<file path="config.mk">
export PLATFORM = sky130hd
export DESIGN_NAME = mc_control_unit
export DESIGN_NICKNAME = d
export VERILOG_FILES = /design/src/rtl/mc_control_unit.sv
export SDC_FILE = /design/constraint.sdc
export NUM_CORES = 1
export LEC_CHECK = 0
export ABC_AREA = 1
export CAP_MARGIN = 20
export CORE_ASPECT_RATIO = 2
export CORE_UTILIZATION = 49
export DETAILED_ROUTE_END_ITERATION = 10
export GPL_TIMING_DRIVEN = 0
export PLACE_DENSITY = 0.87
export SLEW_MARGIN = 20
export SYNTH_ARGS = -nofsm -noshare
export SYNTH_HDL_FRONTEND = slang
export SYNTH_SLANG_ARGS = --single-unit
</file>
<file path="constraint.sdc">
create_clock -name clk -period 3.6 [get_ports clk]
set_input_delay 1.08 -clock clk [delete_from_list [all_inputs] [get_ports clk]]
set_output_delay 1.08 -clock clk [all_outputs]
set_load 0.01 [all_outputs]
</file>
<file path="src/rtl/mc_control_unit.sv">
// Multi-cycle RV32I control FSM with variable-latency memory handshake and retired-instruction counter.
// Define ILLEGAL_TRAP_EN to trap on illegal encodings (adds the illegal port); otherwise they retire as NOPs.
module mc_control_unit #(
    parameter int ALUCTRL_W = 4,
    parameter int IMMSRC_W  = 3,
    parameter int CNT_W     = 32
) (
    input  logic                 clk,
    input  logic                 rst,
    input  logic [31:0]          instr,
    input  logic                 Zero,
    input  logic                 Less,
    input  logic                 LessU,
    input  logic                 mem_ready,
    output logic                 mem_req,
    output logic                 MemWrite,
    output logic                 AdrSrc,
    output logic                 IRWrite,
    output logic                 PCWrite,
    output logic                 PCSrc,
    output logic [1:0]           ALUSrcA,
    output logic [1:0]           ALUSrcB,
    output logic [ALUCTRL_W-1:0] ALUctrl,
    output logic [IMMSRC_W-1:0]  ImmSrc,
    output logic [1:0]           ResultSrc,
    output logic                 RegWrite,
    output logic [2:0]           funct3O,
    output logic                 retire,
    output logic [CNT_W-1:0]     retired_cnt,
    output logic [3:0]           state_o
`ifdef ILLEGAL_TRAP_EN
    ,
    output logic                 illegal
`endif
);

    localparam logic [3:0] S_FETCH    = 4'd0;
    localparam logic [3:0] S_DECODE   = 4'd1;
    localparam logic [3:0] S_MEMADDR  = 4'd2;
    localparam logic [3:0] S_MEMREAD  = 4'd3;
    localparam logic [3:0] S_MEMWB    = 4'd4;
    localparam logic [3:0] S_MEMWRITE = 4'd5;
    localparam logic [3:0] S_EXEC_R   = 4'd6;
    localparam logic [3:0] S_EXEC_I   = 4'd7;
    localparam logic [3:0] S_ALUWB    = 4'd8;
    localparam logic [3:0] S_BRANCH   = 4'd9;
    localparam logic [3:0] S_JALR     = 4'd10;
    localparam logic [3:0] S_JUMP     = 4'd11;
    localparam logic [3:0] S_UPPER    = 4'd12;
    localparam logic [3:0] S_TRAP     = 4'd13;

    localparam logic [6:0] OP_LOAD  = 7'b0000011;
    localparam logic [6:0] OP_STORE = 7'b0100011;
    localparam logic [6:0] OP_R     = 7'b0110011;
    localparam logic [6:0] OP_I     = 7'b0010011;
    localparam logic [6:0] OP_B     = 7'b1100011;
    localparam logic [6:0] OP_JAL   = 7'b1101111;
    localparam logic [6:0] OP_JALR  = 7'b1100111;
    localparam logic [6:0] OP_LUI   = 7'b0110111;
    localparam logic [6:0] OP_AUIPC = 7'b0010111;

    localparam logic [ALUCTRL_W-1:0] ALU_ADD   = ALUCTRL_W'(0);
    localparam logic [ALUCTRL_W-1:0] ALU_SUB   = ALUCTRL_W'(1);
    localparam logic [ALUCTRL_W-1:0] ALU_XOR   = ALUCTRL_W'(2);
    localparam logic [ALUCTRL_W-1:0] ALU_OR    = ALUCTRL_W'(3);
    localparam logic [ALUCTRL_W-1:0] ALU_AND   = ALUCTRL_W'(4);
    localparam logic [ALUCTRL_W-1:0] ALU_SLL   = ALUCTRL_W'(5);
    localparam logic [ALUCTRL_W-1:0] ALU_SRL   = ALUCTRL_W'(6);
    localparam logic [ALUCTRL_W-1:0] ALU_SRA   = ALUCTRL_W'(7);
    localparam logic [ALUCTRL_W-1:0] ALU_SLT   = ALUCTRL_W'(8);
    localparam logic [ALUCTRL_W-1:0] ALU_SLTU  = ALUCTRL_W'(9);
    localparam logic [ALUCTRL_W-1:0] ALU_PASSB = ALUCTRL_W'(10);

    localparam logic [IMMSRC_W-1:0] IMM_I  = IMMSRC_W'(0);
    localparam logic [IMMSRC_W-1:0] IMM_IU = IMMSRC_W'(1);
    localparam logic [IMMSRC_W-1:0] IMM_S  = IMMSRC_W'(2);
    localparam logic [IMMSRC_W-1:0] IMM_B  = IMMSRC_W'(3);
    localparam logic [IMMSRC_W-1:0] IMM_U  = IMMSRC_W'(4);
    localparam logic [IMMSRC_W-1:0] IMM_J  = IMMSRC_W'(5);

    localparam logic [1:0] SRCA_PC    = 2'b00;
    localparam logic [1:0] SRCA_OLDPC = 2'b01;
    localparam logic [1:0] SRCA_RS1   = 2'b10;
    localparam logic [1:0] SRCA_ZERO  = 2'b11;
    localparam logic [1:0] SRCB_RS2   = 2'b00;
    localparam logic [1:0] SRCB_IMM   = 2'b01;
    localparam logic [1:0] SRCB_4     = 2'b10;

    logic [3:0] state;
    logic [3:0] state_n;
    logic [6:0] op;
    logic [2:0] f3;
    logic [6:0] f7;
    logic       r_f7_ok;
    logic       i_f7_ok;
    logic       bad_instr;
    logic       take;
    logic       unused_instr_bits;

    assign op      = instr[6:0];
    assign f3      = instr[14:12];
    assign f7      = instr[31:25];
    assign funct3O = f3;
    assign state_o = state;
    assign unused_instr_bits = ^{instr[24:15], instr[11:7]};

    function automatic logic [ALUCTRL_W-1:0] alu_dec(input logic [2:0] fn3, input logic alt);
        case (fn3)
            3'b000:  return alt ? ALU_SUB : ALU_ADD;
            3'b001:  return ALU_SLL;
            3'b010:  return ALU_SLT;
            3'b011:  return ALU_SLTU;
            3'b100:  return ALU_XOR;
            3'b101:  return alt ? ALU_SRA : ALU_SRL;
            3'b110:  return ALU_OR;
            default: return ALU_AND;
        endcase
    endfunction

    // funct7 is only an opcode extension for R-type and the I-type shifts; elsewhere it is immediate.
    always_comb begin
        r_f7_ok = (f7 == 7'h00) || ((f7 == 7'h20) && ((f3 == 3'b000) || (f3 == 3'b101)));
        i_f7_ok = 1'b1;
        if (f3 == 3'b001)
            i_f7_ok = (f7 == 7'h00);
        else if (f3 == 3'b101)
            i_f7_ok = (f7 == 7'h00) || (f7 == 7'h20);
        case (op)
            OP_LOAD, OP_STORE, OP_B, OP_JAL, OP_JALR, OP_LUI, OP_AUIPC: bad_instr = 1'b0;
            OP_R:    bad_instr = !r_f7_ok;
            OP_I:    bad_instr = !i_f7_ok;
            default: bad_instr = 1'b1;
        endcase
    end

    always_comb begin
        case (f3)
            3'b000:  take = Zero;
            3'b001:  take = !Zero;
            3'b100:  take = Less;
            3'b101:  take = !Less;
            3'b110:  take = LessU;
            3'b111:  take = !LessU;
            default: take = 1'b0;
        endcase
    end

    always_comb begin
        state_n = state;
        case (state)
            S_FETCH:   if (mem_ready) state_n = S_DECODE;
            S_DECODE: begin
                if (bad_instr) begin
`ifdef ILLEGAL_TRAP_EN
                    state_n = S_TRAP;
`else
                    state_n = S_FETCH;
`endif
                end else begin
                    case (op)
                        OP_LOAD, OP_STORE: state_n = S_MEMADDR;
                        OP_R:              state_n = S_EXEC_R;
                        OP_I:              state_n = S_EXEC_I;
                        OP_B:              state_n = S_BRANCH;
                        OP_JAL:            state_n = S_JUMP;
                        OP_JALR:           state_n = S_JALR;
                        OP_LUI, OP_AUIPC:  state_n = S_UPPER;
                        default:           state_n = S_FETCH;
                    endcase
                end
            end
            S_MEMADDR:  state_n = (op == OP_STORE) ? S_MEMWRITE : S_MEMREAD;
            S_MEMREAD:  if (mem_ready) state_n = S_MEMWB;
            S_MEMWRITE: if (mem_ready) state_n = S_FETCH;
            S_EXEC_R, S_EXEC_I, S_UPPER: state_n = S_ALUWB;
            S_JALR:     state_n = S_JUMP;
`ifdef ILLEGAL_TRAP_EN
            S_TRAP:     state_n = S_TRAP;
`endif
            default:    state_n = S_FETCH;
        endcase
    end

    // Every control is forced low while rst is high so an in-flight memory request drops at once.
    always_comb begin
        mem_req   = 1'b0;
        MemWrite  = 1'b0;
        AdrSrc    = 1'b0;
        IRWrite   = 1'b0;
        PCWrite   = 1'b0;
        PCSrc     = 1'b0;
        ALUSrcA   = SRCA_PC;
        ALUSrcB   = SRCB_RS2;
        ALUctrl   = ALU_ADD;
        ImmSrc    = IMM_I;
        ResultSrc = 2'b00;
        RegWrite  = 1'b0;
        retire    = 1'b0;
        if (!rst) begin
            case (state)
                S_FETCH: begin
                    mem_req = 1'b1;
                    ALUSrcB = SRCB_4;
                    IRWrite = mem_ready;
                    PCWrite = mem_ready;
                end
                S_DECODE: begin
                    ALUSrcA = SRCA_OLDPC;
                    ALUSrcB = SRCB_IMM;
                    ImmSrc  = (op == OP_JAL) ? IMM_J : IMM_B;
`ifndef ILLEGAL_TRAP_EN
                    retire  = bad_instr;
`endif
                end
                S_MEMADDR: begin
                    ALUSrcA = SRCA_RS1;
                    ALUSrcB = SRCB_IMM;
                    ImmSrc  = (op == OP_STORE) ? IMM_S : IMM_I;
                end
                S_MEMREAD: begin
                    mem_req = 1'b1;
                    AdrSrc  = 1'b1;
                end
                S_MEMWB: begin
                    ResultSrc = 2'b01;
                    RegWrite  = 1'b1;
                    retire    = 1'b1;
                end
                S_MEMWRITE: begin
                    mem_req  = 1'b1;
                    MemWrite = 1'b1;
                    AdrSrc   = 1'b1;
                    retire   = mem_ready;
                end
                S_EXEC_R: begin
                    ALUSrcA = SRCA_RS1;
                    ALUSrcB = SRCB_RS2;
                    ALUctrl = alu_dec(f3, f7[5]);
                end
                S_EXEC_I: begin
                    ALUSrcA = SRCA_RS1;
                    ALUSrcB = SRCB_IMM;
                    ImmSrc  = ((f3 == 3'b001) || (f3 == 3'b101) || (f3 == 3'b011)) ? IMM_IU : IMM_I;
                    ALUctrl = alu_dec(f3, f7[5] && (f3 == 3'b101));
                end
                S_ALUWB: begin
                    RegWrite = 1'b1;
                    retire   = 1'b1;
                end
                S_BRANCH: begin
                    ALUSrcA = SRCA_RS1;
                    ALUSrcB = SRCB_RS2;
                    ALUctrl = ALU_SUB;
                    PCSrc   = 1'b1;
                    PCWrite = take;
                    retire  = 1'b1;
                end
                S_JALR: begin
                    ALUSrcA = SRCA_RS1;
                    ALUSrcB = SRCB_IMM;
                end
                S_JUMP: begin
                    ALUSrcA   = SRCA_OLDPC;
                    ALUSrcB   = SRCB_4;
                    ResultSrc = 2'b10;
                    RegWrite  = 1'b1;
                    PCWrite   = 1'b1;
                    PCSrc     = 1'b1;
                    retire    = 1'b1;
                end
                S_UPPER: begin
                    ImmSrc  = IMM_U;
                    ALUSrcB = SRCB_IMM;
                    ALUSrcA = (op == OP_LUI) ? SRCA_ZERO : SRCA_OLDPC;
                    ALUctrl = (op == OP_LUI) ? ALU_PASSB : ALU_ADD;
                end
                default: ;
            endcase
        end
    end

`ifdef ILLEGAL_TRAP_EN
    assign illegal = !rst && (state == S_TRAP);
`endif

    always_ff @(posedge clk) begin
        if (rst) begin
            state       <= S_FETCH;
            retired_cnt <= '0;
        end else begin
            state <= state_n;
            if (retire)
                retired_cnt <= retired_cnt + CNT_W'(1);
        end
    end

endmodule
</file>
# ---- After elaboration in Yosys (flattened, before gate mapping)
# Cells that the tools add are included.
# Widths: inputs -> output; s select.
dict set report totals {
  ff_bits 36
  latch_bits 0
  mem_bits_rw 0
  romBits 0
  in_bits 38
  out_inout_bits 60
  elab_cells 112
  n_memories 0
}
dict set report classes {
  addsub 1
  mul 0
  n_div 0
  n_lt_le_gt_ge 0
  n_eq_ne 32
  shifts 0
  n_mux 48
  bitwise 0
  reduce_logical 29
}
# operator n
set ops {}
lappend ops {{$pmux 4 s7} 4}
lappend ops {{$add 32x1->32 const B} 1}
lappend ops {{$eq 7x6->1 const B} 4}
lappend ops {{$mux 4} 6}
lappend ops {{$eq 7x7->1 const B} 3}
lappend ops {{$mux 1} 21}
lappend ops {{$eq 4x4->1 const B} 5}
lappend ops {{$eq 4x3->1 const B} 4}
lappend ops {{$pmux 4 s4} 1}
lappend ops {{$eq 7x5->1 const B} 2}
lappend ops {{$eq 3x3->1 const B} 4}
lappend ops {{$pmux 3 s4} 1}
lappend ops {{$reduce_or 2->1} 6}
lappend ops {{$mux 2} 5}
lappend ops {{$reduce_or 5->1} 2}
lappend ops {{$mux 3} 3}
lappend ops {{$pmux 1 s3} 3}
lappend ops {{$reduce_or 3->1} 3}
lappend ops {{$eq 4x2->1 const B} 2}
lappend ops {{$pmux 2 s2} 2}
lappend ops {{$eq 7x2->1 const B} 1}
lappend ops {{$logic_not 7->1} 1}
lappend ops {{$reduce_or 7->1} 1}
lappend ops {{$eq 3x2->1 const B} 2}
lappend ops {{other kinds (12)} 23}

# ---- Logic depth before layout (Yosys ltp)
dict set report depth {
  ltp_word 8
  depth_mapped 14
  mapped_depth_nobuf 13
}

# ---- Worst setup path after synthesis
# Ideal clock, no wire load.
dict set report synth_path {
  path_kind {input port to output port}
  start {input port instr[14]}
  end {output port retire}
  arrival_time_ns 2.142
  required_ns 2.520
  path_slack_ns 0.378
  cell_stages 12
  n_path_buf 2
  cell_sequence {buf_2 -> inv_1 -> nand3_1 -> nand2_1 -> nand2_1 -> nand2_2 -> nand3_2 -> nand2_2 -> nand2_2 -> buf_4 -> inv_1 -> nor2_1}
}
dict set report synth_via {
  elab_chain_len 8
  word_cells_on_any_way 13
  classes_between {2 x eq/ne; 5 x mux; 6 x reduce/logical}
}
# element line_no
set synth_rtl {}
lappend synth_rtl {{from (decl)} 10} ;# input logic [31:0] instr,
lappend synth_rtl {{$eq 3x3->1 / $logic_not 3->1 (equally long branches)} {122, 126}}
lappend synth_rtl {{$logic_or 1x1->1} 122} ;# r_f7_ok = (f7 == 7'h00) || ((f7 == 7'h20) && ((f3 == 3'b000) || (f3 == 3'b101)));
lappend synth_rtl {{$logic_and 1x1->1} 122}
lappend synth_rtl {{$logic_or 1x1->1} 122}
lappend synth_rtl {{$logic_not 1->1} 130} ;# OP_R: bad_instr = !r_f7_ok;
lappend synth_rtl {{$pmux 1 s3 *} 128} ;# case (op)
lappend synth_rtl {{$pmux 1 s3 *} 200} ;# case (state)
lappend synth_rtl {{$mux 1 *} 199} ;# if (!rst) begin
lappend synth_rtl {{to (decl)} 28} ;# output logic retire,
# Every way passes the cells marked *; elsewhere a longest branch is shown, timed or not.

# ---- Worst setup path in the final report
dict set report layout_path {
  start {input port rst}
  end {output port ALUSrcB[1]}
}
dict set report layout_via {
  elab_chain_len 1
}
# element line_no
set layout_rtl {}
lappend layout_rtl {{from (decl)} 9} ;# input logic rst,
lappend layout_rtl {{$mux 2} 199}
lappend layout_rtl {{to (decl)} 22} ;# output logic [1:0] ALUSrcB,
# No other way between the ends.

==> reports/qor.log <==
qor: run_status.outcome finished, final reports clean
qor: place.dp_hpwl 6840 µm
qor: critical_path.endpoint_kind primary output
qor: final_layout.final_core_utilization 0.724
qor: sta.setup_repair_after_global_routing_missed_its_margin yes
qor: synthesis.yosys_warning_count 0
qor: die.starting_density_of_the_core 0.517
qor: drt.route.detailed.wl_per_inst 14.5 µm
qor: clock_tree.clock_latency 0.30 ns
qor: place.port_buffers 80
qor: die.core 5230 µm²
qor: sta.fin_crit_sh 0.983
qor: final_layout.post_route_cells_drive_above_1_share 0.123
qor: pwr.irDropWorstVdd 371 µV
qor: sta.timing_hold_violations_final 0
qor: grt.grt_usage 0.328
qor: clock_tree.cts_tree done
qor: critical_path.worst_setup_path_start_kind input port
qor: clock_tree.cts_root_buffer clkbuf_8
qor: sta.worst_clock_skew 0.00958 ns
qor: sta.finalSetupViolations 0
qor: die.die_w 54.5 µm
qor: worst_hold_path.hold_path_class reg2reg
qor: die.die_height 107 µm
qor: sta.maxSlewViolCount 0
qor: drt.drt_iter0_drc 155
qor: drt.route.detailed.drc 0
qor: synthesis.post_synth.cell_area_avg 5.59 µm²
qor: critical_path.critical_path_class in2out
qor: die.top_level_ports 98
qor: grt.globalRouteOverflowTotal 0
qor: drt.post_drt_via_cell_ratio 5.54
qor: critical_path.path_max_fanout 10
qor: clock_tree.clock_sinks 36
qor: flow_run.max_cap_violations 0
qor: clock_tree.clk_pin_slew 0.07 ns
qor: synthesis.synth_cell_types 29
qor: synthesis.synthesis.area 2710 µm²
qor: synthesis.synthesis.instances 484
qor: drt.routed_wirelength 9180 µm
qor: pwr.leakage 1.68 nW
qor: sta.maxClockFrequency 283 MHz
qor: sta.max-slew-margin-rel 0.589
qor: synthesis.postSynthRegisterBits 36
qor: drt.antenna_left 0
qor: grt.grt_max_degree 14
qor: clock_tree.cts_buffers 5
qor: critical_path.crit_path_arrival_time 2.46 ns
qor: die.die-area 5840 µm²
qor: pwr.power.density_cell_area 233 nW/µm²
qor: final_layout.fin_nets 616
qor: synthesis.mappedNetlistNets 523
qor: sta.hold_slack 0.504 ns
qor: grt.grt_antenna_before_repair 0
qor: place.routabilityCongestion 0.929
qor: die.floorplan.rows 37
qor: final_layout.fillerInstances 463
qor: grt.number_of_global_route_vias_before_repair 3277
qor: drt.vias 3521
qor: grt.grt_first_pass_wirelength 14100 µm
qor: final_layout.area_delta_synth_final 40.0%
qor: sta.min_period 3.54 ns
qor: synthesis.synth.yosys.seq_area_share 0.266
qor: clock_tree.ctsHtreeMaxLevel 2
qor: sta.worst_pin_slew 0.616 ns
qor: clock_tree.clk_path_buf_depth 2
qor: drt.drt_pass1_iterations 7
qor: critical_path.critPathRequiredTime 2.52 ns
qor: final_layout.final_antenna_diode_count 0
-- cells in the final DEF, fill, tap and decap left out, types with 2 or more instances in the layout --
cell             instances
a21oi_1                 27
buf_2                    4
buf_4                   10
buf_6                    3
clkbuf_1                 5
clkbuf_2                 5
clkbuf_8                 5
clkdlybuf4s15_1          4
clkdlybuf4s50_1         56
dfxtp_1                 36
dlygate4sd2_1            5
dlymetal6s2s_1          10
inv_1                   60
inv_2                    6
inv_4                    2
nand2_1                129
nand2_2                  5
nand2_4                  3
nand3_1                 31
nand3_2                  7
nand4_1                 12
nor2_1                  93
nor2_2                  13
nor2_4                   4
nor3_1                  11
nor4_1                   5
o211ai_1                 4
o21ai_0                 10
o21ai_1                  2
-- area by class of cell --
type / instances / area (µm²) / share of cell area
timing repair buffer: 87 / 847 / 0.224
clock buffer: 6 / 72.6 / 0.0192
inverter: 68 / 260 / 0.0687
clock inverter: 1 / 5.00 / 0.00132
multi-input combinational: 364 / 1700 / 0.450
sequential: 36 / 721 / 0.190
tap: 58 / 72.6 / 0.0192
buffer: 15 / 106 / 0.0281
-- through the flow --
stage / instance area (µm²) / cells / setup TNS [ns] / setup slack, ns / total power [mW]
2_1_floorplan: 2710 / 484 / 0 / 0.378 / 0.514
5_1_grt: 3790 / 635 / -0.0279 / -0.0279 / 0.912
6_report: 3790 / 635 / 0 / 0.0608 / 0.883
4_1_cts: 3700 / 631 / -0.220 / -0.220 / 0.872
3_3_place_gp: 3580 / 622 / -2.98 / -0.827 / 0.595
3_5_place_dp: 3580 / 622 / -3.19 / -0.853 / 0.596
-- critical path, cell delays in order --
cell and delay, ns:
clkbuf_1 0.33, clkbuf_1 0.44, a21oi_1 0.10, clkdlybuf4s50_1 0.51
-- report_power, final --
group          switching [mW]  internal [mW]  total (mW)
Combinational           0.116         0.0796       0.196
Sequential            0.00547          0.401       0.407
Clock                   0.149          0.132       0.281
-- registers in the layout (all words and copies together), names as in the netlist --
| register | flops |
|---|---|
| retired_cnt | 32 |
| state_o | 4 |
-- path summary, 6_finish.rpt --
path | from | endpoint | slack, ns | cells after the start
worst max-delay path | rst | ALUSrcB[1] | 0.06 | 4
worst min-delay path | retired_cnt[1] | retired_cnt[1] | 0.50 | 2
worst max register to register | retired_cnt[0] | retired_cnt[30] | 1.53 | 10
worst min register to register | retired_cnt[1] | retired_cnt[1] | 0.50 | 2
-- routing by layer --
metal,track usage,vias to the layer above,wire length (µm)
met4,0.181,0,502
met5,0,-,0
met2,0.640,174,5180
met1,0.280,1589,3080
met3,0.0525,49,420
li1,-,1709,-
-- cells by family after synthesis --
family	synth area share
compound gates	0.0957
simple gates	0.501
buf+inv	0.132
fa+ha+maj	0.00462
flops	0.266
-- cells in the mapped netlist (all sizes together) --
| library cell | count | area, µm² |
|---|---|---|
| a211oi | 1 | 12.5 |
| a31oi | 1 | 6.26 |
| or2 | 1 | 6.26 |
| nand4 | 12 | 75.1 |
| nand2 | 137 | 524 |
| clkbuf | 6 | 22.5 |
| nand3b | 1 | 7.51 |
| o21ai | 12 | 60.1 |
| o31ai | 1 | 7.51 |
| dfxtp | 36 | 721 |
| a21oi | 27 | 135 |
| nor2 | 110 | 435 |
| o211ai | 4 | 30.0 |
| o21a | 1 | 7.51 |
| ha | 1 | 12.5 |
| inv | 68 | 255 |
| nand3 | 38 | 215 |
| buf | 10 | 78.8 |
| nor3 | 11 | 55.1 |
| nor4 | 5 | 31.3 |
| and3 | 1 | 6.26 |
-- timing repair --
action                                 4_1_cts  5_1_grt
setup endpoints to repair                   11       14
resized for setup                           34       38
pin swaps                                    2       15
endpoints found under the hold margin        0        0
setup buffers                                3        4
hold buffers                                 0        0
Note: power is estimated with default switching activity, not from simulation.
